<file path="config.mk">
export PLATFORM = sky130hd
export DESIGN_NAME = uart_rx_frame
export DESIGN_NICKNAME = d
export VERILOG_FILES = /design/src/rtl/uart_rx_frame.sv
export SDC_FILE = /design/constraint.sdc
export NUM_CORES = 1
export LEC_CHECK = 0
export BUFFER_PORTS_ARGS = -buffer_cell sky130_fd_sc_hd__buf_2
export CORE_ASPECT_RATIO = 0.8
export CORE_MARGIN = 1.5
export CORE_UTILIZATION = 52
export DETAILED_ROUTE_END_ITERATION = 7
export MAX_ROUTING_LAYER = met4
export PLACE_DENSITY = 0.75
export SLEW_MARGIN = 10
export SYNTH_ARGS = -nofsm -noshare
export SYNTH_HDL_FRONTEND = slang
export SYNTH_SLANG_ARGS = --single-unit
export TNS_END_PERCENT = 30
</file>
<file path="constraint.sdc">
create_clock -name CLK -period 2 [get_ports CLK]
set_input_delay 0.6 -clock CLK [delete_from_list [all_inputs] [get_ports CLK]]
set_output_delay 0.6 -clock CLK [all_outputs]
set_load 0.03 [all_outputs]
</file>
<file path="src/rtl/uart_rx_frame.sv">
// uart_rx_frame
// Receive-side UART deserializer running in the RX oversampling clock domain.
// Each bit is decided by a majority vote of three samples around its centre;
// an optional parity bit is checked, and one result per frame is reported
// through single-cycle strobes.
//
// Ports:
//   CLK            RX oversampling clock, rising edge
//   RST            asynchronous active-high reset
//   RX_IN          serial line (idle high), already synchronised to CLK
//   Prescale       oversampling ratio; 16 and 32 honoured, anything else means 8
//   PAR_EN         frame carries a parity bit
//   PAR_TYP        0 = even parity, 1 = odd parity
//   P_DATA         last cleanly received byte
//   data_valid     one-cycle pulse, P_DATA just updated
//   parity_error   one-cycle pulse, parity mismatch on the frame just ended
//   framing_error  one-cycle pulse, stop bit decided as 0

module uart_rx_frame #(
    parameter int DATA_WIDTH     = 8,
    parameter int PRESCALE_WIDTH = 6
) (
    input  logic                      CLK,
    input  logic                      RST,
    input  logic                      RX_IN,
    input  logic [PRESCALE_WIDTH-1:0] Prescale,
    input  logic                      PAR_EN,
    input  logic                      PAR_TYP,
    output logic [DATA_WIDTH-1:0]     P_DATA,
    output logic                      data_valid,
    output logic                      parity_error,
    output logic                      framing_error
);

    localparam int BIT_W = (DATA_WIDTH > 1) ? $clog2(DATA_WIDTH) : 1;
    localparam logic [BIT_W-1:0] LAST_BIT = BIT_W'(DATA_WIDTH - 1);

    typedef enum logic [2:0] {
        IDLE,
        START,
        DATA,
        PARITY,
        STOP,
        DONE
    } rx_state_t;

    rx_state_t state;
    rx_state_t next_state;

    logic [5:0]            edge_cnt;
    logic [BIT_W-1:0]      bit_cnt;
    logic [1:0]            ratio_sel;
    logic [1:0]            ratio_sel_in;
    logic                  par_en_lat;
    logic                  par_typ_lat;
    logic                  sample_a;
    logic                  sample_b;
    logic [DATA_WIDTH-1:0] shift_reg;
    logic                  par_err_q;
    logic                  stop_err_q;

    logic [5:0] half;
    logic [5:0] last;
    logic       at_first_sample;
    logic       at_second_sample;
    logic       at_decide;
    logic       at_last;
    logic       bit_val;

    // Decode the ratio on the live input so it can be latched at start
    // detection, and derive the sample positions from the latched ratio.
    // The third sample is the live line value in the decision cycle, so the
    // majority is available without an extra register stage.
    always_comb begin
        ratio_sel_in = 2'd0;
        if (Prescale == PRESCALE_WIDTH'(16)) begin
            ratio_sel_in = 2'd1;
        end else if (Prescale == PRESCALE_WIDTH'(32)) begin
            ratio_sel_in = 2'd2;
        end

        case (ratio_sel)
            2'd1:    half = 6'd8;
            2'd2:    half = 6'd16;
            default: half = 6'd4;
        endcase
        last = half + half - 6'd1;

        at_first_sample  = (edge_cnt == half - 6'd1);
        at_second_sample = (edge_cnt == half);
        at_decide        = (edge_cnt == half + 6'd1);
        at_last          = (edge_cnt == last);

        bit_val = (sample_a & sample_b) | (sample_a & RX_IN) | (sample_b & RX_IN);
    end

    // State register.
    always_ff @(posedge CLK or posedge RST) begin
        if (RST) begin
            state <= IDLE;
        end else begin
            state <= next_state;
        end
    end

    // Next-state logic. The stop bit is left at its decision point so a start
    // bit that follows it directly is still seen from IDLE, and a start bit
    // that votes high is treated as a glitch and dropped at once.
    always_comb begin
        next_state = state;
        case (state)
            IDLE: begin
                if (!RX_IN) begin
                    next_state = START;
                end
            end
            START: begin
                if (at_decide && bit_val) begin
                    next_state = IDLE;
                end else if (at_last) begin
                    next_state = DATA;
                end
            end
            DATA: begin
                if (at_last && (bit_cnt == LAST_BIT)) begin
                    next_state = par_en_lat ? PARITY : STOP;
                end
            end
            PARITY: begin
                if (at_last) begin
                    next_state = STOP;
                end
            end
            STOP: begin
                if (at_decide) begin
                    next_state = DONE;
                end
            end
            DONE: begin
                next_state = IDLE;
            end
            default: begin
                next_state = IDLE;
            end
        endcase
    end

    // Datapath: counters, configuration latch, bit samples, shift register,
    // error flags and the output registers. The start-detect cycle counts as
    // position 0 of the start bit, so the counter is loaded with 1 there.
    // Outputs only change in DONE; an erroneous frame leaves P_DATA alone.
    always_ff @(posedge CLK or posedge RST) begin
        if (RST) begin
            edge_cnt      <= '0;
            bit_cnt       <= '0;
            ratio_sel     <= 2'd0;
            par_en_lat    <= 1'b0;
            par_typ_lat   <= 1'b0;
            sample_a      <= 1'b1;
            sample_b      <= 1'b1;
            shift_reg     <= '0;
            par_err_q     <= 1'b0;
            stop_err_q    <= 1'b0;
            P_DATA        <= '0;
            data_valid    <= 1'b0;
            parity_error  <= 1'b0;
            framing_error <= 1'b0;
        end else begin
            data_valid    <= 1'b0;
            parity_error  <= 1'b0;
            framing_error <= 1'b0;
            case (state)
                IDLE: begin
                    bit_cnt <= '0;
                    if (!RX_IN) begin
                        edge_cnt    <= 6'd1;
                        ratio_sel   <= ratio_sel_in;
                        par_en_lat  <= PAR_EN;
                        par_typ_lat <= PAR_TYP;
                        par_err_q   <= 1'b0;
                        stop_err_q  <= 1'b0;
                    end else begin
                        edge_cnt <= '0;
                    end
                end
                DONE: begin
                    edge_cnt      <= '0;
                    parity_error  <= par_err_q;
                    framing_error <= stop_err_q;
                    if (!par_err_q && !stop_err_q) begin
                        P_DATA     <= shift_reg;
                        data_valid <= 1'b1;
                    end
                end
                default: begin
                    edge_cnt <= at_last ? 6'd0 : edge_cnt + 6'd1;
                    if (at_first_sample) begin
                        sample_a <= RX_IN;
                    end
                    if (at_second_sample) begin
                        sample_b <= RX_IN;
                    end
                    if (state == DATA) begin
                        if (at_decide) begin
                            shift_reg <= {bit_val, shift_reg[DATA_WIDTH-1:1]};
                        end
                        if (at_last) begin
                            bit_cnt <= (bit_cnt == LAST_BIT) ? '0 : bit_cnt + BIT_W'(1);
                        end
                    end
                    if ((state == PARITY) && at_decide) begin
                        par_err_q <= bit_val ^ (^shift_reg) ^ par_typ_lat;
                    end
                    if ((state == STOP) && at_decide) begin
                        stop_err_q <= ~bit_val;
                    end
                end
            endcase
        end
    end

endmodule

</file>
==> results of run 1 <==
==> repair_timing <==
action                                  CTS  global route
hold endpoints to repair                  0             0
pin swaps                                 1             5
resized for setup                         0            10
endpoints found under the setup margin    3             6
hold buffers                              0             0
buffers inserted                          0             1
==> kinds of logic (layout without fill, tap and decap cells) <==
kind of cell | after synthesis | in the layout | synth area share [%]
AOI/OAI and AO/OA | 21 | 21 | 7.891
DFF | 39 | 39 | 48.21
and+or+nand+nor | 48 | 48 | 12.39
adders and majority gates | 9 | 9 | 5.426
xor gates and xnor gates | 22 | 22 | 10.91
muxes | 22 | 22 | 12.08
buffers and inverters | 14 | 44 | 3.083
==> cells in the mapped netlist (all sizes together), types with 3 or more instances <==
| cell | number | area, µm² |
|---|---|---|
| a22o | 4 | 35.03 |
| and3 | 3 | 18.77 |
| buf | 4 | 25.02 |
| dfrtp | 37 | 925.9 |
| ha | 8 | 100.1 |
| inv | 8 | 30.03 |
| mux2 | 20 | 225.2 |
| nand2 | 12 | 50.05 |
| nand2b | 3 | 18.77 |
| nand3 | 6 | 30.03 |
| nor2 | 13 | 48.80 |
| nor2b | 3 | 18.77 |
| o21ai | 5 | 25.02 |
| xnor2 | 13 | 113.9 |
| xor2 | 8 | 85.08 |
==> metal layers <==
metal / vias to the layer above / GRT usage (%) / wire length (µm) / share of wire, %
met3: 7 / 4.623 / 138 / 3.7
met4: 0 / 8.356 / 61 / 1.6
met2: 35 / 31.32 / 1852 / 50
met1: 671 / 22.94 / 1683 / 45
li1: 655 / - / - / -
met5: - / - / 0 / 0
==> power breakdown <==
group | internal, W | switching [W]
Clock | 0.000499 | 0.000273
Sequential | 0.000988 | 0.000199
Combinational | 0.000567 | 0.000630
Total | 0.00205 | 0.00110
==> metrics by stage <==
| step | hold slack (ns) | instance area (µm²) | total power, W | cells |
|---|---|---|---|---|
| finish | 0.4027 | 2412 | 0.003156 | 260 |
| global route | 0.4689 | 2412 | 0.003343 | 260 |
| CTS | 0.4213 | 2349 | 0.003124 | 259 |
| detailed placement | 0.4895 | 2216 | 0.002348 | 251 |
| global placement | 0.4822 | 2216 | 0.002253 | 251 |
| floorplan | 0.4719 | 2029 | 0.002071 | 175 |
==> tightest hold or removal path: stages <==
cell and delay, ns:
buf_2 0.09, inv_1 0.04, buf_4 0.40
==> final timing paths <==
check,to
setup / recovery,state[0]
hold / removal,shift_reg[0]
setup reg to reg,state[0]
hold reg to reg,P_DATA[5]
max in group asynchronous,sample_a
min in group CLK,P_DATA[5]
==> layout make-up <==
cell class | count | area [µm²]
fillers | 307 | 1366
multi-input cells | 122 | 1044
well taps | 55 | 68.82
clock buffers | 6 | 72.57
inverters | 8 | 30.03
repair buffers | 28 | 157.7
flip-flops and latches | 39 | 979.7
clock inverters | 2 | 60.06
==> flow_summary_export.csv, run 1 <==
group,metric,value,unit
cts,clockRootBuffer,"clkbuf_8",
floorplan,io_pins,22,
cts,htree_levels,2,
synth,synth_ff_type,"dfrtp_1",
critical_path,r2r_slack,0.09,ns
synth,avgSynthCellArea,11.60,µm²
synth,ys_seq_area_share,48.21,%
place,pre_cts_ws,-0.04759,ns
timing,setup_ws,0.09237,ns
critical_path,cp.required,2.15,ns
pwr,ir_drop,0.6514,mV
route,firstDrtPassIters,4,
timing,tightest_slew,0.4693,ns
cts,cts_sinks,39,
status,status,"completed",
synth,ys.warnings.count,0,
floorplan,die-height,58.88,µm
pwr,leakage,1.169,nW
timing,setup_violations,0,
route,vias,1368,
synth,synthArstFlopShare,100.0,%
finish,diodes,0,
critical_path,critPathTopFamily,"compound AO/OA/AOI/OAI gates",
timing,fin_tns_setup,0,ns
critical_path,crit_path_end_kind,"flip-flop",
route,routed_wl,3.736,mm
route,drtIter0Drc,98,
place,place_congestion,0.9368,
route,avgRoutedWirePerCell,14.37,µm
route,ant_nets,0,
grt,grt_pass1_vias,1369,
critical_path,critPathBufInv,0,
grt,track_usage,19.25,%
grt,grt_first_pass_wirelength,5.996,mm
synth,synth_cell_types,42,
critical_path,crit_path_max_incr_delay,0.46,ns
synth,synthCells,175,
route,drc,0,
critical_path,crit_path_cell_trace,"ha_4, xor2_2, nor4_4, nand2_2, o2111a_1, o21bai_1",
floorplan,core_area,3779,µm²
grt,grt_start_max_net_pins,40,
cts,path_clk_slew,0.07,ns
cts,clk_path_buf_depth,2,
critical_path,crit_type,"flip-flop to flip-flop",
cts,cts_made_buffers,5,
critical_path,cp_data_arrival_time,2.06,ns
finish,layout_common_cells,"dfrtp_1, buf_2, mux2_2, xnor2_1, nor2_1",
synth,ys_ff_latch,39,
route,via_per_inst,5.262,
timing,maxSlewHeadroom,68.71,%
flow_run,drv_cap,0,
cts,clk_latency,0.29,ns
place,dp_hpwl,2.718,mm
critical_path,cp_slowest_cell,"dfrtp_2",
synth,synthesis.nets,194,
finish,final_nets,223,
pwr,powerDensity,1308,nW/µm²
timing,fmax,524.2,MHz
timing,post-route-period-util,95.38,%
critical_path,r2r_cells,6,
critical_path,reg2reg_from,"ratio_sel[1]",
finish,layout_commonest_cell,"dfrtp_1",
grt,antenna_found_initial,0,
critical_path,crit_start,"ratio_sel[1]",
synth,synth_edf_count,0,
finish,area_growth,18.87,%
cts,tritoncts,"yes",
floorplan,die_w,72.85,µm
critical_path,worstSetupStartpointType,"flip-flop",
timing,final-hold-violation-count,0,
place,port_buffers,21,
floorplan,row_count,20,
finish,final_layout_size_suffix_gt1_share,34.63,%
critical_path,path_max_fanout,4,
timing,period_needed,1.908,ns
finish,postLayoutCoreUtil,63.84,%
floorplan,start_util,53.71,%
timing,slew_viol_final,0,
critical_path,cp.depth,6,
min_path,hp-class,"input pin to asynchronous set/reset pin",
floorplan,dieArea,4289,µm²
synth,netlist_area,2029,µm²
grt,grt-ovfl-total,0,
timing,fin_skew,0.003527,ns
(Power assumes the default switching activity.)
==> run 2, diff against run 1 <==
--- a/config.mk
+++ b/config.mk
@@ -10,4 +10,5 @@
 export CORE_MARGIN = 1.5
 export CORE_UTILIZATION = 52
+export CTS_CLUSTER_SIZE = 10
 export DETAILED_ROUTE_END_ITERATION = 7
 export MAX_ROUTING_LAYER = met4
==> constraint.sdc (replaced) <==
create_clock -name CLK -period 2 [get_ports CLK]
set_input_delay 0.1 -clock CLK [delete_from_list [all_inputs] [get_ports CLK]]
set_output_delay 0.1 -clock CLK [all_outputs]
set_load 0.03 [all_outputs]
==> flow_summary_export.csv, run 2 (synthesized netlist as in run 1, its figures left out) <==
group,metric,value,unit
place,port_buffers,21,
pwr,power.internal,0.002055,W
floorplan,core_area,3779,µm²
finish,final_nets,224,
floorplan,die_w,72.85,µm
floorplan,io_pins,22,
timing,final-hold-violation-count,0,
place,pre_cts_ws,-0.04759,ns
finish,layout_common_cells,"dfrtp_1, buf_2, mux2_2, xnor2_1, nor2_1",
critical_path,path_max_fanout,4,
place,dp_hpwl,2.718,mm
finish,diodes,0,
min_path,hp-class,"input pin to flip-flop",
grt,grt_pass1_vias,1369,
finish,layout_commonest_cell,"dfrtp_1",
pwr,switching_share,34.91,%
cts,cts_made_buffers,5,
pwr,sequentialPowerShare,37.6,%
grt,grt-ovfl-total,0,
floorplan,row_count,20,
place,dp.cells,251,
finish,instances_no_fill,261,
grt,antenna_found_initial,0,
finish,area_growth,19.36,%
grt,grt_start_max_net_pins,40,
cts,clockRootBuffer,"clkbuf_8",
cts,clk_latency,0.29,ns
critical_path,cp.required,2.15,ns
cts,htree_levels,2,
grt,grt_first_pass_wirelength,5.996,mm
timing,period_needed,1.906,ns
status,status,"completed",
place,placed_area,2216,µm²
finish,final_layout_size_suffix_gt1_share,34.47,%
cts,tritoncts,"yes",
critical_path,worstSetupStartpointType,"flip-flop",
pwr,ir_drop,0.6506,mV
timing,post-route-period-util,95.31,%
grt,track_usage,19.25,%
timing,tightest_slew,0.4736,ns
timing,setup_violations,0,
critical_path,crit_type,"flip-flop to flip-flop",
timing,maxSlewHeadroom,68.42,%
flow_run,drv_cap,0,
timing,setup_ws,0.09383,ns
timing,slew_viol_final,0,
cts,cts_sinks,39,
route,firstDrtPassIters,4,
timing,fin_skew,0.003051,ns
place,place_congestion,0.9368,
pwr,p_comb_share,38.0,%
route,drc,0,
pwr,switchingPower,0.001102,W
route,drtIter0Drc,88,
route,vias,1372,
critical_path,crit_path_end_kind,"flip-flop",
pwr,powerDensity,1303,nW/µm²
cts,path_clk_slew,0.07,ns
route,ant_nets,0,
timing,fmax,524.6,MHz
finish,finalInstanceArea,2422,µm²
floorplan,start_util,53.71,%
route,via_per_inst,5.257,
cts,clk_path_buf_depth,2,
critical_path,cp_data_arrival_time,2.06,ns
floorplan,dieArea,4289,µm²
pwr,leakage,1.173,nW
floorplan,die-height,58.88,µm
route,routed_wl,3.758,mm
route,avgRoutedWirePerCell,14.40,µm
pwr,clockPowerShare,24.4,%
[run 2: critical path, cell delays in order (launching register included)]
cell      delay, ns
dfrtp_2        0.46
ha_4           0.20
xor2_2         0.16
nor4_4         0.36
nand2_2        0.10
o2111a_1       0.30
o21bai_1       0.20
[run 2: cell type report]
cell class | instances | area (µm²)
timing repair buffer | 29 | 167.7
multi-input combinational | 122 | 1044
fill | 306 | 1356
clock inverter | 2 | 60.06
clock buffer | 6 | 72.57
tap | 55 | 68.82
inverter | 8 | 30.03
sequential | 39 | 979.7
[run 2: repair_timing]
item | in CTS | in global routing
hold buffers | 1 | 0
hold endpoints to repair | 37 | 0
buffers inserted | 0 | 1
pin swaps | 1 | 5
resized for setup | 0 | 10
endpoints found under the setup margin | 3 | 6
[run 2: worst paths after layout]
kind	startpoint	endpoint	slack, ns	cells after the start
max	ratio_sel[1]	state[0]	0.09	6
min	Prescale[5]	ratio_sel[0]	0.009	2
max reg2reg	ratio_sel[1]	state[0]	0.09	6
min reg2reg	P_DATA[5]	P_DATA[5]	0.50	1
max in group asynchronous	RST	sample_a	1.19	4
min in group asynchronous	RST	shift_reg[0]	0.46	4
[run 2: through the flow]
step	hold WS, ns	utilization, %	TNS, ns	power [W]
after floorplan	0.1959	-	0	0.002071
after global placement	0.2287	58.64	0	0.002253
after detailed placement	0.2400	58.64	-0.08020	0.002348
after CTS	0.006298	62.42	-0.03865	0.003125
after global routing	0.01491	64.11	-0.0004863	0.003344
final	0.008733	64.11	0	0.003157
[run 2: power groups by stage]
stage                     combinational [W]  sequential, W  clock (W)
after floorplan                    0.000920        0.00115          0
after global placement              0.00107        0.00118          0
after detailed placement            0.00115        0.00119          0
after CTS                           0.00116        0.00118   0.000784
after global routing                0.00131        0.00122   0.000815
final                               0.00120        0.00119   0.000771
[run 2: layer usage]
layer / wire length [µm] / vias to the layer above / GRT usage [%] / part of all wire (%)
met2: 1860 / 35 / 31.32 / 49
li1: - / 658 / - / -
met3: 136 / 7 / 4.623 / 3.6
met4: 61 / 0 / 8.356 / 1.6
met1: 1700 / 672 / 22.94 / 45
met5: 0 / - / - / 0
